[src/rtl/trap_sequencer_if.sv]
// ---------------------------------------------------------------------------
// trap_sequencer_if
//
// Purpose:
//   Bundles the signals exchanged between the single-cycle core's control
//   path and the machine-mode trap sequencer. The core side (master) drives
//   the decoded instruction information and CSR access. The sequencer side
//   (slave) returns CSR read data and the stall/kill/redirect controls.
//
// Signal summary:
//   instr_valid     core -> seq   current instruction is real (not a bubble)
//   pc[31:0]        core -> seq   PC of the current instruction
//   int_cause[1:0]  core -> seq   0 none, 1 illegal, 2 ecall, 3 illegal
//   mret            core -> seq   current instruction is mret
//   ext_int         core -> seq   level-sensitive external interrupt request
//   csr_addr[11:0]  core -> seq   CSR access address
//   csr_we          core -> seq   CSR write strobe
//   csr_wdata[31:0] core -> seq   CSR write data
//   csr_rdata[31:0] seq -> core   CSR read data, combinational from csr_addr
//   stall           seq -> core   hold PC/fetch, ignore control unit outputs
//   kill            seq -> core   suppress RegWrite/MemRW of current instr
//   redirect_valid  seq -> core   load PC from redirect_pc this cycle
//   redirect_pc     seq -> core   next PC target
// ---------------------------------------------------------------------------
interface trap_sequencer_if;

    logic        instr_valid;
    logic [31:0] pc;
    logic [1:0]  int_cause;
    logic        mret;
    logic        ext_int;
    logic [11:0] csr_addr;
    logic        csr_we;
    logic [31:0] csr_wdata;
    logic [31:0] csr_rdata;
    logic        stall;
    logic        kill;
    logic        redirect_valid;
    logic [31:0] redirect_pc;

    // Core / control-unit side
    modport master (
        output instr_valid,
        output pc,
        output int_cause,
        output mret,
        output ext_int,
        output csr_addr,
        output csr_we,
        output csr_wdata,
        input  csr_rdata,
        input  stall,
        input  kill,
        input  redirect_valid,
        input  redirect_pc
    );

    // Trap sequencer side
    modport slave (
        input  instr_valid,
        input  pc,
        input  int_cause,
        input  mret,
        input  ext_int,
        input  csr_addr,
        input  csr_we,
        input  csr_wdata,
        output csr_rdata,
        output stall,
        output kill,
        output redirect_valid,
        output redirect_pc
    );

endinterface

[src/rtl/trap_sequencer.sv]
// ---------------------------------------------------------------------------
// trap_sequencer
//
// Purpose:
//   Machine-mode trap/return sequencer that sits beside the single-cycle
//   control unit. It owns mstatus (MIE/MPIE), mtvec, mepc and mcause, detects
//   exceptions, external interrupts and mret, and runs a four-cycle trap entry
//   sequence:
//     IDLE (detect) -> SAVE (mepc) -> CAUSE (mcause/mstatus) -> REDIRECT
//   During the sequence the core is stalled and the trapping instruction's
//   side effects are killed; the REDIRECT cycle sends the PC to the handler.
//   mret is handled in a single IDLE cycle by redirecting to mepc.
//
// Parameters:
//   MTVEC_RESET    mtvec value loaded on reset
//   EXT_INT_CODE   mcause[30:0] used for the external interrupt
//
// Ports:
//   clk   core clock, all state updates on the rising edge
//   rst   synchronous, active-high reset; also forces stall/kill/redirect low
//   bus   trap_sequencer_if.slave (see the interface file for the signals)
// ---------------------------------------------------------------------------
module trap_sequencer #(
    parameter logic [31:0] MTVEC_RESET  = 32'h0000_0100,
    parameter logic [30:0] EXT_INT_CODE = 31'd11
) (
    input  logic             clk,
    input  logic             rst,
    trap_sequencer_if.slave  bus
);

    localparam logic [11:0] CSR_MSTATUS = 12'h300;
    localparam logic [11:0] CSR_MTVEC   = 12'h305;
    localparam logic [11:0] CSR_MEPC    = 12'h341;
    localparam logic [11:0] CSR_MCAUSE  = 12'h342;

    localparam logic [31:0] CODE_ILLEGAL = 32'd2;
    localparam logic [31:0] CODE_ECALL   = 32'd11;

    typedef enum logic [1:0] {
        IDLE     = 2'd0,
        SAVE     = 2'd1,
        CAUSE    = 2'd2,
        REDIRECT = 2'd3
    } state_e;

    state_e      state_q, state_d;

    logic        mie_q,     mie_d;
    logic        mpie_q,    mpie_d;
    logic [31:0] mtvec_q,   mtvec_d;
    logic [31:0] mepc_q,    mepc_d;
    logic [31:0] mcause_q,  mcause_d;
    logic [31:0] trapPc_q,  trapPc_d;
    logic [31:0] trapCode_q, trapCode_d;

    logic        idleValid;
    logic        excReq;
    logic        intReq;
    logic        trapTake;
    logic        retTake;
    logic        csrWrite;
    logic [31:0] trapCode;

    logic        stallOut;
    logic        killOut;
    logic        redirValidOut;
    logic [31:0] redirPcOut;
    logic [31:0] rdataOut;

    // Trap detection only looks at real instructions while idle. Exceptions
    // outrank the interrupt, and either one outranks mret, so an mret that
    // also raises an exception is treated purely as a trap.
    assign idleValid = (state_q == IDLE) && bus.instr_valid;
    assign excReq    = idleValid && (bus.int_cause != 2'd0);
    assign intReq    = idleValid && bus.ext_int && mie_q;
    assign trapTake  = excReq || intReq;
    assign retTake   = idleValid && !trapTake && bus.mret;

    // Software CSR writes are only honoured in IDLE and are dropped in the
    // detect cycle so the trapping instruction cannot alter the trap CSRs.
    assign csrWrite  = (state_q == IDLE) && bus.csr_we && !trapTake;

    // Cause code captured in the detect cycle: encoding 3 of int_cause is
    // folded into the illegal-instruction code.
    always_comb begin
        trapCode = {1'b1, EXT_INT_CODE};
        if (excReq) begin
            trapCode = (bus.int_cause == 2'd2) ? CODE_ECALL : CODE_ILLEGAL;
        end
    end

    // FSM state register. Reset in any state returns to IDLE, which abandons
    // whatever part of a trap sequence was in flight.
    always_ff @(posedge clk) begin
        if (rst) begin
            state_q <= IDLE;
        end else begin
            state_q <= state_d;
        end
    end

    // FSM next-state logic. Once a trap is detected the sequence always runs
    // to completion; nothing but reset can interrupt it.
    always_comb begin
        state_d = state_q;
        unique case (state_q)
            IDLE:     if (trapTake) state_d = SAVE;
            SAVE:     state_d = CAUSE;
            CAUSE:    state_d = REDIRECT;
            REDIRECT: state_d = IDLE;
            default:  state_d = IDLE;
        endcase
    end

    // FSM output decode. Controls are combinational from state and inputs;
    // reset forces them low so a sequence caught mid-flight never redirects.
    // redirect_pc is held at zero whenever no redirect is requested.
    always_comb begin
        stallOut      = 1'b0;
        killOut       = 1'b0;
        redirValidOut = 1'b0;
        redirPcOut    = 32'h0;
        if (!rst) begin
            unique case (state_q)
                IDLE: begin
                    if (trapTake) begin
                        stallOut = 1'b1;
                        killOut  = 1'b1;
                    end else if (retTake) begin
                        redirValidOut = 1'b1;
                        redirPcOut    = mepc_q;
                    end
                end
                SAVE, CAUSE: begin
                    stallOut = 1'b1;
                end
                REDIRECT: begin
                    redirValidOut = 1'b1;
                    redirPcOut    = {mtvec_q[31:2], 2'b00};
                end
                default: begin
                    stallOut = 1'b0;
                end
            endcase
        end
    end

    // CSR and trap-latch next-state logic. Software writes are applied first;
    // the hardware updates (mret, SAVE, CAUSE) follow so that when both touch
    // mstatus in the same cycle the mret update wins. The SAVE and CAUSE
    // updates can never collide with a software write because writes are
    // only accepted in IDLE.
    always_comb begin
        mie_d      = mie_q;
        mpie_d     = mpie_q;
        mtvec_d    = mtvec_q;
        mepc_d     = mepc_q;
        mcause_d   = mcause_q;
        trapPc_d   = trapPc_q;
        trapCode_d = trapCode_q;

        if (csrWrite) begin
            unique case (bus.csr_addr)
                CSR_MSTATUS: begin
                    mie_d  = bus.csr_wdata[3];
                    mpie_d = bus.csr_wdata[7];
                end
                CSR_MTVEC:  mtvec_d  = bus.csr_wdata;
                CSR_MEPC:   mepc_d   = {bus.csr_wdata[31:2], 2'b00};
                CSR_MCAUSE: mcause_d = bus.csr_wdata;
                default:    mtvec_d  = mtvec_q;
            endcase
        end

        if (retTake) begin
            mie_d  = mpie_q;
            mpie_d = 1'b1;
        end

        if (trapTake) begin
            trapPc_d   = bus.pc;
            trapCode_d = trapCode;
        end

        if (state_q == SAVE) begin
            mepc_d = {trapPc_q[31:2], 2'b00};
        end

        if (state_q == CAUSE) begin
            mcause_d = trapCode_q;
            mpie_d   = mie_q;
            mie_d    = 1'b0;
        end
    end

    // CSR and trap-latch registers. Reset discards any partially applied
    // trap entry along with the software-visible CSR contents.
    always_ff @(posedge clk) begin
        if (rst) begin
            mie_q      <= 1'b0;
            mpie_q     <= 1'b0;
            mtvec_q    <= MTVEC_RESET;
            mepc_q     <= 32'h0;
            mcause_q   <= 32'h0;
            trapPc_q   <= 32'h0;
            trapCode_q <= 32'h0;
        end else begin
            mie_q      <= mie_d;
            mpie_q     <= mpie_d;
            mtvec_q    <= mtvec_d;
            mepc_q     <= mepc_d;
            mcause_q   <= mcause_d;
            trapPc_q   <= trapPc_d;
            trapCode_q <= trapCode_d;
        end
    end

    // CSR read mux. mstatus exposes only MIE (bit 3) and MPIE (bit 7);
    // unimplemented addresses read as zero.
    always_comb begin
        rdataOut = 32'h0;
        unique case (bus.csr_addr)
            CSR_MSTATUS: rdataOut = {24'h0, mpie_q, 3'b000, mie_q, 3'b000};
            CSR_MTVEC:   rdataOut = mtvec_q;
            CSR_MEPC:    rdataOut = mepc_q;
            CSR_MCAUSE:  rdataOut = mcause_q;
            default:     rdataOut = 32'h0;
        endcase
    end

    assign bus.stall          = stallOut;
    assign bus.kill           = killOut;
    assign bus.redirect_valid = redirValidOut;
    assign bus.redirect_pc    = redirPcOut;
    assign bus.csr_rdata      = rdataOut;

endmodule

[src/flat_wrapper.sv]
// flat-port wrapper written by rule: the top's interface ports become plain ports
module trap_sequencer_flat 
#(
    parameter logic [31:0] MTVEC_RESET  = 32'h0000_0100,
    parameter logic [30:0] EXT_INT_CODE = 31'd11
)
  (clk, rst, bus_instr_valid, bus_pc, bus_int_cause, bus_mret, bus_ext_int, bus_csr_addr, bus_csr_we, bus_csr_wdata, bus_csr_rdata, bus_stall, bus_kill, bus_redirect_valid, bus_redirect_pc);
  trap_sequencer_if bus_i ();
  input  logic clk;
  input  logic rst;
  input wire logic [$bits(bus_i.instr_valid)-1:0] bus_instr_valid;
  input wire logic [$bits(bus_i.pc)-1:0] bus_pc;
  input wire logic [$bits(bus_i.int_cause)-1:0] bus_int_cause;
  input wire logic [$bits(bus_i.mret)-1:0] bus_mret;
  input wire logic [$bits(bus_i.ext_int)-1:0] bus_ext_int;
  input wire logic [$bits(bus_i.csr_addr)-1:0] bus_csr_addr;
  input wire logic [$bits(bus_i.csr_we)-1:0] bus_csr_we;
  input wire logic [$bits(bus_i.csr_wdata)-1:0] bus_csr_wdata;
  output wire logic [$bits(bus_i.csr_rdata)-1:0] bus_csr_rdata;
  output wire logic [$bits(bus_i.stall)-1:0] bus_stall;
  output wire logic [$bits(bus_i.kill)-1:0] bus_kill;
  output wire logic [$bits(bus_i.redirect_valid)-1:0] bus_redirect_valid;
  output wire logic [$bits(bus_i.redirect_pc)-1:0] bus_redirect_pc;
  assign bus_i.instr_valid = bus_instr_valid;
  assign bus_i.pc = bus_pc;
  assign bus_i.int_cause = bus_int_cause;
  assign bus_i.mret = bus_mret;
  assign bus_i.ext_int = bus_ext_int;
  assign bus_i.csr_addr = bus_csr_addr;
  assign bus_i.csr_we = bus_csr_we;
  assign bus_i.csr_wdata = bus_csr_wdata;
  assign bus_csr_rdata = bus_i.csr_rdata;
  assign bus_stall = bus_i.stall;
  assign bus_kill = bus_i.kill;
  assign bus_redirect_valid = bus_i.redirect_valid;
  assign bus_redirect_pc = bus_i.redirect_pc;
  trap_sequencer #(.MTVEC_RESET(MTVEC_RESET), .EXT_INT_CODE(EXT_INT_CODE)) u_core (.clk(clk), .rst(rst), .bus(bus_i));
endmodule
[config.mk]
export PLATFORM = sky130hd
export DESIGN_NAME = trap_sequencer_flat
export DESIGN_NICKNAME = d
export VERILOG_FILES = /design/src/rtl/trap_sequencer_if.sv /design/src/rtl/trap_sequencer.sv /design/src/flat_wrapper.sv
export SDC_FILE = /design/constraint.sdc
export NUM_CORES = 1
export LEC_CHECK = 0
export ABC_AREA = 1
export CELL_PAD_IN_SITES_DETAIL_PLACEMENT = 1
export CELL_PAD_IN_SITES_GLOBAL_PLACEMENT = 1
export CORE_UTILIZATION = 35
export CTS_CLUSTER_SIZE = 16
export DETAILED_ROUTE_END_ITERATION = 8
export PLACE_DENSITY = 0.91
export SLEW_MARGIN = 20
export SYNTH_ARGS = -nofsm -noshare
export SYNTH_HDL_FRONTEND = slang
export SYNTH_SLANG_ARGS = --single-unit
[constraint.sdc]
create_clock -name clk -period 2.1 [get_ports clk]
set_input_delay 0.525 -clock clk [delete_from_list [all_inputs] [get_ports clk]]
set_output_delay 0.525 -clock clk [all_outputs]
set_load 0.02 [all_outputs]
==> results of run 1 <==
==> final cells by class <==
| class | instances | area, um^2 | area share |
|---|---|---|---|
| repair buffers | 281 | 3420 | 0.277 |
| inverters | 95 | 392 | 0.0317 |
| clock buffers | 23 | 468 | 0.0379 |
| diodes | 2 | 5.00 | 0.000405 |
| flip-flops and latches | 131 | 2630 | 0.212 |
| well taps | 260 | 325 | 0.0263 |
| clock inverters | 9 | 151 | 0.0122 |
| multi-input cells | 775 | 4970 | 0.402 |
==> Yosys cell counts, types with 3 or more instances <==
cell type	instances	area [um^2]
buf_1	5	18.8
o21ai_1	6	30.0
nor2_1	206	773
clkbuf_1	33	124
buf_2	21	105
a22oi_1	30	225
dfxtp_1	131	2620
nor3_1	3	15.0
a21oi_1	65	325
ha_1	6	75.1
nand3_1	91	455
o21ai_0	64	320
buf_6	9	101
nand2_2	4	25.0
inv_2	3	11.3
buf_4	5	37.5
nor2_2	3	18.8
nand4_1	4	25.0
nand2_1	284	1070
inv_1	91	342
==> critical path, stage by stage, from the launching register on <==
cell	delay (ns)
dfxtp_2	0.33
inv_2	0.09
ha_4	0.17
nand2_4	0.05
inv_2	0.06
nand4_1	0.17
inv_4	0.17
buf_12	0.16
buf_16	0.16
a22oi_2	0.08
nor2_2	0.18
buf_6	0.14
==> metal layers <==
layer / share of wire / vias to the layer above
met5: 0.00025 / -
met4: 0.10 / 2
met3: 0.13 / 441
met2: 0.44 / 1079
met1: 0.33 / 4848
li1: - / 3873
==> path summary, 6_finish.rpt <==
check / from / endpoint / slack, ns
setup / recovery: u_core.state_q[1] / bus_redirect_pc[8] / -0.67
setup reg to reg: u_core.state_q[1] / u_core.mepc_q[13] / -0.66
hold reg to reg: u_core.trapPc_q[28] / u_core.trapPc_q[28] / 0.46
hold / removal: u_core.trapPc_q[28] / u_core.trapPc_q[28] / 0.46
==> power by group <==
part / switching (uW) / internal [uW] / total (uW)
clock: 1350 / 2050 / 3400
sequential: 559 / 2950 / 3510
combinational: 4050 / 2250 / 6290
total: 5950 / 7240 / 13200
==> sequential cells by signal (all words and copies together) (netlist names) <==
name               cells
u_core.mcause_q       32
u_core.mtvec_q        32
u_core.mepc_q         30
u_core.trapPc_q       30
u_core.trapCode_q      3
u_core.state_q         2
u_core.mie_q           1
u_core.mpie_q          1
==> kinds of logic after synthesis <==
kind of cell    after synthesis  share of synthesized area
simple gates                599                      0.358
buf+inv                     168                      0.109
other cells                   1                   0.000551
flops                       131                      0.385
fa+ha+maj                     6                     0.0110
compound gates              168                      0.136
==> what timing repair did <==
item                                    4_1_cts  5_1_grt
pin swaps                                    40       89
setup buffers                                39       26
endpoints found under the setup margin       81      190
cloned                                       11       14
resized for setup                           640      262
==> through the flow <==
| step | cells | hold WS, ns | cell area, um^2 | worst slack, ns |
|---|---|---|---|---|
| final | 1576 | 0.461 | 12400 | -0.674 |
| after global routing | 1574 | 0.484 | 12400 | -0.703 |
| after CTS | 1544 | 0.458 | 11000 | -0.423 |
| after detailed placement | 1464 | 0.449 | 8970 | -1.19 |
| after global placement | 1464 | 0.440 | 8970 | -1.08 |
| after floorplan | 1074 | 0.429 | 6900 | -0.00190 |
==> results by group, run 1 <==
Routing
  • Routed Antenna Nets: 0
  • Residual DRC: 0
  • Final wirelength: 51,300 um
  • Via count: a little over 10k
  • Initial DRT Pass Iterations: 8
  • Via density: 6.50
  • WL/cell: 32.6 um
  • Initial drt markers: 1,318

Clock tree
  • CTS tree: done
  • Clk buf depth: 2
  • CTS Buf Count: 17
  • Cts hold-fix bufs: 0
  • Clk sink count: around 130
  • Root Driver: clkbuf_16
  • # H-tree levels: 4
  • Clk Latency, worst-skew pair: 0.47 ns
  • Worst-path clk slew: ~0.060 ns

Synthesis
  • FFs w/ async S/R, synth: 0
  • Syn Inst Count: 1,073
  • Number of synthesized register bits: 131
  • Count of flip-flops with a built-in enable after synthesis: 0
  • Synth Warn #: 0
  • Share of the yosys chip area belonging to registers: 0.385
  • Syn Std Cell Area: 6810 um^2
  • Syn Area/Cell: 6.34 um^2
  • Number of distinct library cells after synthesis: 29
  • Ys flop type: dfxtp_1

STA
  • Final count of negative-setup-slack endpoints: 163
  • RSZ-0062 raised after global routing: yes
  • Final max-slew violation count: 0
  • TNS Setup: -55.64 ns
  • Fmax: 361 MHz
  • Slew @ Worst Pin: a little over 0.8 ns
  • Min Tclk post-route: 2.77 ns
  • Period utilization: 1.32
  • Setup ws final: -0.674 ns
  • Final Skew: approximately 0.023 ns
  • Final hold violation count: 0
  • Slew HR: 0.446

Global route
  • Gr busiest metal: met2
  • Grt met2 use: 0.665
  • Largest net degree at the start of global routing: 100
  • Antenna violations before repair: 3
  • Vias in the first global route: 9,630
  • Met3 GRT Util: 0.107
  • Met1 global-route usage: 0.442
  • Total grt overflow: 0
  • Global-route usage over all layers: 0.399
  • First-pass GRT wire length: 59,200 um

Worst setup path
  • Crit start category: flop
  • Required @ worst endpoint: between 1.5 and 2 ns
  • Critical path type: reg2out
  • Maximum fanout along the worst path: 7
  • Setup crit end kind: primary output
  • CP Data Arrival Time: 2.25 ns
  • R2R depth: 16

Die
  • Starting Density: 0.360
  • Rows: 50
  • # IOs: between 150 and 200
  • Die Y-Extent: about 140 um
  • Die area: 20,000 um^2
  • Chip Width: between 100 and 150 um
  • Core area: roughly 19,000 um^2

Layout
  • Most frequent cells in the layout: nor2_1, nand2_1, dfxtp_1, buf_6, inv_1
  • Share of cells above drive strength 1: 0.435
  • Fill cells: about 2.2k
  • Commonest non-fill, non-tap cell in the layout: nor2_1
  • End-of-flow core utilization: 0.654
  • Post-layout nets: between 1k and 1.5k
  • P&R area growth vs syn: 81.6%

Worst hold path
  • Worst hold stages: 2
  • Hold Path Class: reg2reg

Outcome
  • Failing checks: setup timing
  • Outcome: finished, violations left

Placement
  • IO buf count: ~150
  • GPL Wtd Cong: 0.868
  • Post-DP HPWL: between 15,000 and 20,000 um

Pwr
  • Final Power: between 10,000 and 15,000 uW
  • PD cells: about 1100 nW/um^2
  • VDD IR-drop max: between 800 and 900 uV
  • Static leakage: about 0.0058 uW

Job
  • Max cap viols: 0
No activity file was read; power rests on OpenSTA's default activity.
==> run 2: changes to the inputs <==
--- a/config.mk
+++ b/config.mk
@@ -8,10 +8,10 @@
 export ABC_AREA = 1
 export CELL_PAD_IN_SITES_DETAIL_PLACEMENT = 1
 export CELL_PAD_IN_SITES_GLOBAL_PLACEMENT = 1
-export CORE_UTILIZATION = 35
+export CORE_UTILIZATION = 38
 export CTS_CLUSTER_SIZE = 16
 export DETAILED_ROUTE_END_ITERATION = 8
-export PLACE_DENSITY = 0.91
+export PLACE_DENSITY = 0.95
 export SLEW_MARGIN = 20
 export SYNTH_ARGS = -nofsm -noshare
 export SYNTH_HDL_FRONTEND = slang
==> constraint.sdc (replaced) <==
create_clock -name clk -period 3.25 [get_ports clk]
set_input_delay 0.8125 -clock clk [delete_from_list [all_inputs] [get_ports clk]]
set_output_delay 0.8125 -clock clk [all_outputs]
set_load 0.02 [all_outputs]
==> results by group, run 2 (same netlist as run 1, synthesis figures left out) <==
Outcome
  • Outcome: finished, violations left
  • Failing checks: setup timing

Placement
  • Cells after DPL: 1,419 (-3.1%)
  • Post-DP HPWL: 17,300 um (-5.2%)
  • IO buf count: 146 (unchanged)
  • GPL Wtd Cong: 0.860 (-0.93%)

Global route
  • Grt met2 use: 0.543 (-0.122)
  • Vias in the first global route: 8,445 (-12%)
  • Met1 global-route usage: 0.376 (-0.0657)
  • Total grt overflow: 0 (unchanged)
  • Gr busiest metal: met2
  • Largest net degree at the start of global routing: 100 (unchanged)
  • Antenna violations before repair: 1 (-2)
  • Global-route usage over all layers: 0.325 (-0.0744)
  • Met3 GRT Util: 0.0716 (-0.0354)
  • First-pass GRT wire length: 45,000 um (-24%)

Worst setup path
  • Setup crit end kind: primary output
  • Critical path type: in2out
  • R2R depth: 11 (-5)
  • CP Data Arrival Time: 2.46 ns (+0.21 ns)
  • Critical path cell sequence: dlygate4sd2_1 -> inv_1 -> nand2_1 -> nor2_2 -> nand2_2 -> buf_4 -> nor2_4 -> buf_12 -> buf_12 -> nand2_1 -> nand3_1 -> buf_2
  • Required @ worst endpoint: 2.44 ns (+0.87 ns)
  • Crit-path max cell delay: 0.25 ns (-0.08 ns)
  • R2R Path Start: u_core.state_q[1]
  • Slowest stage cell, crit path: dlygate4sd2_1
  • Crit start category: primary input
  • FF-to-FF End: u_core.trapPc_q[12]
  • Setup crit start: bus_csr_addr[7]
  • Reg2reg setup slack: 0.83 ns (+1.49 ns)
  • Maximum fanout along the worst path: 14 (+7)

Clock tree
  • CTS Buf Count: 17 (unchanged)
  • Worst-path clk slew: 0.06 ns (about the same)
  • Root Driver: clkbuf_16
  • # H-tree levels: 4 (unchanged)
  • Clk buf depth: 2 (unchanged)
  • Clk sink count: 131 (unchanged)
  • Clk Latency, worst-skew pair: 0.44 ns (-0.03 ns)
  • CTS tree: done

Layout
  • Most frequent cells in the layout: nand2_1, nor2_1, dfxtp_1, inv_1, nand3_1
  • Post-layout nets: 1,334 (-4.1%)
  • Commonest non-fill, non-tap cell in the layout: nand2_1
  • P&R area growth vs syn: 39.0%
  • Fill cells: 2,295 (+3.9%)
  • Layout Cells excl Fill: 1,483 (-5.9%)
  • Regs by FF count: u_core.mcause_q x32, u_core.mtvec_q x32
  • Share of cells above drive strength 1: 0.174 (-0.260)

Pwr
  • Static leakage: 0.00425 uW (-27%)
  • Clk pwr share: 0.298 (+0.041)
  • Internal: 3770 uW (-48%)
  • Psw: 2660 uW (-55%)
  • Switching Fraction: 0.414 (-0.0370)
  • VDD IR-drop max: 449 uV (-45%)
  • PD cells: 680 nW/um^2 (-36%)
  • Final Power: 6430 uW (-51%)
  • Combinational share of power: 0.373 (-0.104)
  • Seq pwr share: 0.329 (+0.063)

STA
  • Setup ws final: -0.0213 ns (+0.652 ns)
  • Final hold violation count: 0 (unchanged)
  • Period utilization: 1.01
  • Slew @ Worst Pin: 1.06 ns (+0.231 ns)
  • Final Hold Slack: 0.457 ns (-0.00363 ns)
  • Min Tclk post-route: ~3.3 ns
  • Final Skew: 0.0140 ns (-0.00949 ns)
  • RSZ-0062 raised after global routing: yes
  • Final count of negative-setup-slack endpoints: 6 (-96%)
  • Slew HR: 0.292 (-0.154)
  • Final max-slew violation count: 0 (unchanged)
  • Fmax: just over 300 MHz

Die
  • Starting Density: 0.391 (+0.0305)
  • Rows: 48 (-4.0%)
  • Die Y-Extent: 136 um (-4.0%)
  • # IOs: 151 (unchanged)
  • Core area: 17,400 um^2 (-7.8%)
  • Chip Width: 136 um (-4.0%)
  • Die area: 18,400 um^2 (-7.8%)

Routing
  • Via density: 5.58 (-14%)
  • Final wirelength: 30,100 um (-41%)
  • WL/cell: 20.3 um (-38%)
  • Initial DRT Pass Iterations: 5 (-3)
  • Initial drt markers: 710 (-46%)
  • Routed Antenna Nets: 0 (unchanged)
  • Residual DRC: 0 (unchanged)
  • Via count: 8,280 (-19%)

Worst hold path
  • HP Start: u_core.trapPc_q[30]
  • Hold Path Class: reg2reg
  • Worst hold stages: 2 (unchanged)
  • WHS Endpoint: u_core.trapPc_q[30]

Job
  • Max cap viols: 0 (unchanged)
-- run 2: cell types whose count changed in the layout (fill, tap and decap cells not counted), moves of 29 or more --
cell and delta:
nand2_1 +138, nor2_2 -48, buf_6 -75, nand3_1 +29
nor2_1 +60, nand2_4 -70, nand2_2 -62
-- run 2: final cells by class --
| class | count | area [um^2] | share of cell area |
|---|---|---|---|
| timing repair buffer | 224 | 2050 | 0.216 |
| clock buffer | 18 | 439 | 0.0464 |
| sequential | 131 | 2630 | 0.278 |
| inverter | 95 | 357 | 0.0377 |
| clock inverter | 14 | 138 | 0.0146 |
| multi-input combinational | 775 | 3570 | 0.377 |
| tap | 225 | 282 | 0.0298 |
| antenna | 1 | 2.50 | 0.000265 |
-- run 2: how the worst max path moves through the flow --
stage | to | cells past startpoint | slack, ns
4_1_cts | bus_csr_rdata[28] | 12 | -0.04
5_1_grt | bus_csr_rdata[28] | 12 | -0.14
3_3_place_gp | bus_csr_rdata[8] | 9 | -0.44
6_report | bus_csr_rdata[28] | 12 | -0.02
2_1_floorplan | bus_csr_rdata[4] | 8 | 0.52
3_5_place_dp | bus_csr_rdata[21] | 11 | -0.53
-- run 2: metrics by stage --
| step | worst slack (ns) | instance area [um^2] | setup TNS, ns | utilization |
|---|---|---|---|---|
| 3_5_place_dp | -0.534 | 8680 | -26.86 | 0.498 |
| 5_1_grt | -0.139 | 9460 | -2.34 | 0.543 |
| 3_3_place_gp | -0.443 | 8680 | -21.37 | 0.498 |
| 6_report | -0.0213 | 9460 | -0.0754 | 0.543 |
| 2_1_floorplan | 0.523 | 6810 | 0 | - |
| 4_1_cts | -0.0424 | 9380 | -0.0424 | 0.539 |
-- run 2: power groups by stage --
stage / clock network [uW] / logic [uW] / registers [uW]
after global placement: 0 / 2140 / 2090
after floorplan: 0 / 1420 / 2060
after global routing: 2000 / 2590 / 2130
after detailed placement: 0 / 2210 / 2120
final: 1920 / 2400 / 2120
after CTS: 1920 / 2260 / 2090
-- run 2: worst max-delay path, delay by kind of cell --
| family | cells | cell delay [ns] |
|---|---|---|
| buffers and inverters | 6 | 0.95 |
| and+or+nand+nor | 6 | 0.68 |
-- run 2: timing repair --
item | in CTS | in global routing
gates resized for setup | 245 | 66
pin swaps | 9 | 6
gates cloned | 2 | 1
setup endpoints to repair | 65 | 57
buffers inserted | 25 | 3
hold buffers | 0 | 0
-- run 2: per-layer routing --
layer,vias up,part of all wire
li1,3735,-
met1,3954,0.39
met2,456,0.48
met3,135,0.070
met4,0,0.056
met5,-,0
